**src/rtl/expr_scan_pkg.sv**
```systemverilog
// rtl/expr_scan_pkg.sv - shared state encoding and default sizing for the truth-table scanner
package expr_scan_pkg;

    localparam int DEFAULT_N_IN = 4;
    localparam int TT_DEPTH     = 2 ** DEFAULT_N_IN;
    localparam int IDX_W        = DEFAULT_N_IN;
    localparam int CNT_W        = $clog2(TT_DEPTH + 1);

    typedef enum logic [1:0] {
        IDLE   = 2'd0,
        SCAN   = 2'd1,
        EMIT   = 2'd2,
        FINISH = 2'd3
    } state_t;

endpackage

```
**src/rtl/expr_truth_table_scanner.sv**
```systemverilog
// rtl/expr_truth_table_scanner.sv - sweeps all input combinations of an expression and streams its minterms
module expr_truth_table_scanner
    import expr_scan_pkg::*;
#(
    parameter int N_IN   = 4,
    parameter int SETTLE = 0
) (
    input  logic                 clk,
    input  logic                 rst_n,
    input  logic                 start,
    output logic [N_IN-1:0]      drive,
    input  logic                 y_in,
    output logic                 busy,
    output logic                 done,
    output logic [2**N_IN-1:0]   truth_table,
    output logic [N_IN:0]        ones_count,
    output logic                 m_valid,
    input  logic                 m_ready,
    output logic [N_IN-1:0]      m_index,
    output logic                 m_last
);

    localparam int DEPTH = 2 ** N_IN;

    state_t            r_state;
    state_t            w_next;
    logic [N_IN-1:0]   r_idx;
    logic [N_IN-1:0]   r_ptr;
    logic [N_IN-1:0]   r_drive;
    logic [3:0]        r_settle;
    logic [DEPTH-1:0]  r_tt;
    logic [N_IN:0]     r_ones;

    logic w_hold_done;
    logic w_idx_last;
    logic w_ptr_last;
    logic w_ptr_set;
    logic w_none_above;
    logic w_emit_valid;

    assign w_hold_done  = (r_settle == 4'(SETTLE));
    assign w_idx_last   = &r_idx;
    assign w_ptr_last   = &r_ptr;
    assign w_ptr_set    = r_tt[r_ptr];
    // No set bit above ptr means this minterm is the final one in the stream
    assign w_none_above = (((r_tt >> r_ptr) >> 1) == '0);
    assign w_emit_valid = (r_state == EMIT) && w_ptr_set;

    always_ff @(posedge clk or negedge rst_n) begin
        if (!rst_n) begin
            r_state <= IDLE;
        end else begin
            r_state <= w_next;
        end
    end

    always_comb begin
        w_next = r_state;
        case (r_state)
            IDLE:    if (start) w_next = SCAN;
            SCAN:    if (w_hold_done && w_idx_last) w_next = EMIT;
            EMIT: begin
                if (w_ptr_set) begin
                    if (m_ready && w_none_above) w_next = FINISH;
                end else if (w_ptr_last) begin
                    w_next = FINISH;
                end
            end
            FINISH:  w_next = IDLE;
            default: w_next = IDLE;
        endcase
    end

    always_ff @(posedge clk or negedge rst_n) begin
        if (!rst_n) begin
            r_idx    <= '0;
            r_ptr    <= '0;
            r_drive  <= '0;
            r_settle <= '0;
            r_tt     <= '0;
            r_ones   <= '0;
        end else begin
            case (r_state)
                IDLE: begin
                    if (start) begin
                        r_tt     <= '0;
                        r_ones   <= '0;
                        r_idx    <= '0;
                        r_settle <= '0;
                        r_drive  <= '0;
                    end
                end
                SCAN: begin
                    if (w_hold_done) begin
                        r_tt[r_idx] <= y_in;
                        r_ones      <= r_ones + {{N_IN{1'b0}}, y_in};
                        r_settle    <= '0;
                        if (w_idx_last) begin
                            r_ptr   <= '0;
                            r_drive <= '0;
                        end else begin
                            r_idx   <= r_idx + N_IN'(1);
                            r_drive <= r_idx + N_IN'(1);
                        end
                    end else begin
                        r_settle <= r_settle + 4'd1;
                    end
                end
                EMIT: begin
                    // Zeros advance unconditionally; a set bit waits for the handshake
                    if ((!w_ptr_set || m_ready) && !w_ptr_last) begin
                        r_ptr <= r_ptr + N_IN'(1);
                    end
                end
                default: ;
            endcase
        end
    end

    assign drive       = r_drive;
    assign busy        = (r_state == SCAN) || (r_state == EMIT);
    assign done        = (r_state == FINISH);
    assign truth_table = r_tt;
    assign ones_count  = r_ones;
    assign m_valid     = w_emit_valid;
    assign m_index     = w_emit_valid ? r_ptr : '0;
    assign m_last      = w_emit_valid && w_none_above;

endmodule
```
**config.mk**
```make
export PLATFORM = sky130hd
export DESIGN_NAME = expr_truth_table_scanner
export DESIGN_NICKNAME = d
export VERILOG_FILES = /design/src/rtl/expr_scan_pkg.sv /design/src/rtl/expr_truth_table_scanner.sv
export SDC_FILE = /design/constraint.sdc
export NUM_CORES = 1
export LEC_CHECK = 0
export BUFFER_PORTS_ARGS = -buffer_cell sky130_fd_sc_hd__clkbuf_2
export CORE_MARGIN = 2
export CORE_UTILIZATION = 40
export CTS_CLUSTER_SIZE = 25
export DETAILED_ROUTE_END_ITERATION = 12
export PLACE_DENSITY = 0.69
export RECOVER_POWER = 25
export SLEW_MARGIN = 25
export SYNTH_ARGS = -nofsm -noshare
export SYNTH_HDL_FRONTEND = slang
export SYNTH_SLANG_ARGS = --single-unit
```
**constraint.sdc**
```tcl
create_clock -name clk -period 2.05 [get_ports clk]
set_input_delay 0.41 -clock clk [delete_from_list [all_inputs] [get_ports clk]]
set_output_delay 0.41 -clock clk [all_outputs]
set_load 0.05 [all_outputs]
```
==> metrics <==
critical path's slowest cell=dfrtp_1; 1st-iter DRT viols=151; metal1 wirelength=3120 um; met2 WL post-DR=3460 um; commonest non-fill, non-tap cell in the layout=buf_4; DIE HEIGHT=83.5 um; routed len/inst=15.6 um; cell count after synthesis=278; Final HPWL DP=5090 um; gpl congestion=0.847; vias=2408; failing checks=setup timing; Placed Instances=427; Max-Cap Viols=0; kind of end point of the critical path=output pin; Max Freq=403 MHz; Setup crit end=m_index[1]; Critical R2R Capture=r_state[1]; Core Box Area=6030 um^2; max layer used=met4; total power=0.00507 W; Worst IR Drop VDD=0.000787 V; Synth Flop Type=dfrtp_1; Die ar.=6970 um^2; final core occ=0.576; Horiz. Die Dim=83.5 um; register area share after synthesis=0.386; ANT cells=0; area grow syn2layout=37.3%; Syn Std Cell Area=2530 um^2; PortBufs=37; NumNets Final=381; Pins Over Slew Limit=0; drt drc=0; synth warn=0; crit-path max FO=6; ys async rst share=1.00; H-tree Lvls=2; commonest cells after routing, fill and taps aside=buf_4, nand3_1, clkbuf_2, dfrtp_1, o21ai_0; antenna violations before repair=0; gr usage total=0.196; Synthesized Nets=296; Final ANT Viol Nets=0; Pleak=1.61 nW; Setup Viol. Count Final=12; power density cells=1460 nW/um^2; fin crit share=1.21; Final min period=2.48 ns; Setup crit start kind=flip-flop; r2r worst-path depth=6; final non-filler cell total=439; RSZ-0062 raised after global routing=true; CP Class=flip-flop to output pin; Clock Latency Late Sink=0.30 ns; CP peak stage delay=0.42 ns; met3 wire len=198 um; Placed Area=3220 um^2; CTS buffer count=5; worst setup path start=r_ptr[1]; Mean Syn Cell Area=9.10 um^2; Least-Margin Pin Slew=0.972 ns; total congestion overflow=0; final worst-path setup slack=-0.429 ns; CTS max path bufs=2; CP arrival=2.07 ns; Pre-antenna DRT Iters=4; skew final=0.0117 ns; vias in the first global route=2323; status=finished with violations; Fin. Hold Viols=0; HP Class=input pin to async pin; drt total wl=6840 um; R2R setup slack=-0.17 ns; Seq cells post-synth=39; number of placement rows=28; CP required=1.64 ns; root buffer cell=clkbuf_8; Netlist cell types=56; Post-Layout Inst Area=3470 um^2; number of synthesized flops with an enable pin=0; Slew headroom=0.352; Critical R2R Launch=truth_table[13]; CP cell instances=buf_6, nor2b_1, a32oi_1, nor3b_4, o21ai_4, buf_4, nor2_2, buf_8; first-pass GRT wire length=11300 um; clk slew on worst S/H paths=0.09 ns; IO Pins=38; Starting Density=0.420; layout cells sized above 1=0.401; CTS tree=built; clock sinks=39; DR vias/cell=5.49; largest net degree at the start of global routing=40
-- cell families (layout without fill, tap and decap cells) --
family	count (synthesis)	in the layout	share of synthesized area
buf+inv	31	117	0.0529
simple gates	111	111	0.226
mux	13	13	0.0638
fa+ha+maj	13	13	0.0643
flops	39	39	0.386
xor+xnor	7	7	0.0242
compound gates	64	64	0.183
-- synth_stat cells, drive strengths merged, types with 2 or more instances --
| library cell | number | area [um^2] |
|---|---|---|
| or2 | 2 | 12.5 |
| a32oi | 4 | 35.0 |
| a211o | 2 | 17.5 |
| ha | 13 | 163 |
| o31ai | 2 | 15.0 |
| mux2i | 9 | 90.1 |
| a21o | 2 | 15.0 |
| nor3b | 4 | 30.0 |
| nand2 | 16 | 60.1 |
| inv | 15 | 56.3 |
| a21oi | 7 | 35.0 |
| o41ai | 2 | 17.5 |
| nor2b | 7 | 43.8 |
| and2 | 3 | 18.8 |
| o21ai | 25 | 125 |
| nand4 | 6 | 37.5 |
| o2111a | 2 | 22.5 |
| nand3 | 34 | 170 |
| and3 | 3 | 18.8 |
| nand2b | 3 | 18.8 |
| a2111oi | 2 | 36.3 |
| a32o | 5 | 50.1 |
| mux2 | 2 | 26.3 |
| dfrtp | 39 | 976 |
| xor2 | 7 | 61.3 |
| nor3 | 5 | 30.0 |
| clkbuf | 10 | 37.5 |
| buf | 6 | 40.0 |
| mux4 | 2 | 45.0 |
| nor2 | 22 | 85.1 |
-- final cells by class --
type                            count  area [um^2]
Fill cell                         527         2550
Timing Repair Buffer               94          678
Clock buffer                        6         72.6
Multi-Input combinational cell    208         1560
Clock inverter                      2         12.5
Sequential cell                    39          995
Inverter                           15         58.8
Tap cell                           75         93.8
-- where the power goes --
group	switching, W	internal (W)	total, W	leakage, nW
logic	0.00196	0.00144	0.00340	1.06
registers	0.000182	0.000951	0.00113	0.504
clock network	0.000293	0.000238	0.000531	0.0412
-- worst max-delay path: cells and delay by family, from the launching register on --
| kind | cells | cell delay (ns) |
|---|---|---|
| DFF | 1 | 0.42 |
| AOI/OAI and AO/OA | 2 | 0.37 |
| buffers and inverters | 3 | 0.47 |
| and+or+nand+nor | 3 | 0.51 |
-- metal layers --
| metal | vias to the layer above | global-route usage |
|---|---|---|
| met3 | 6 | 0.0346 |
| met1 | 1166 | 0.270 |
| met2 | 44 | 0.317 |
| met5 | - | 0 |
| met4 | 0 | 0.0572 |
| li1 | 1192 | - |
-- through the flow --
stage / worst slack [ns] / hold slack (ns) / TNS (ns)
3_3_place_gp: -0.205 / 0.477 / -1.39
6_report: -0.429 / 0.344 / -2.83
5_1_grt: -0.522 / 0.423 / -4.76
2_1_floorplan: -0.251 / 0.114 / -0.732
4_1_cts: -0.421 / 0.168 / -2.82
3_5_place_dp: -0.254 / 0.479 / -2.01
-- worst min-delay path by stage --
stage / endpoint / startpoint / slack [ns] / cells past startpoint
6_report: drive[1] / rst_n / 0.34 / 2
5_1_grt: ones_count[3] / rst_n / 0.42 / 2
4_1_cts: drive[1] / rst_n / 0.17 / 2
3_5_place_dp: drive[3] / drive[3] / 0.48 / 2
3_3_place_gp: drive[0] / drive[0] / 0.48 / 1
2_1_floorplan: drive[0] / rst_n / 0.11 / 0
-- state kept, by name (all words and copies together) (netlist names) --
| name | flops |
|---|---|
| r_ptr | 4 |
| drive | 4 |
| r_idx | 4 |
| r_state | 2 |
| r_settle | 4 |
| truth_table | 16 |
| ones_count | 5 |
-- timing repair --
action | 4_1_cts | 5_1_grt
gates resized for setup | 16 | 18
pin swaps | 5 | 5
hold endpoints to repair | 0 | 0
gates cloned | 0 | 1
endpoints found under the setup margin | 12 | 30
setup buffers | 2 | 1
hold buffers | 0 | 0
No activity file was read; power rests on OpenSTA's default activity.
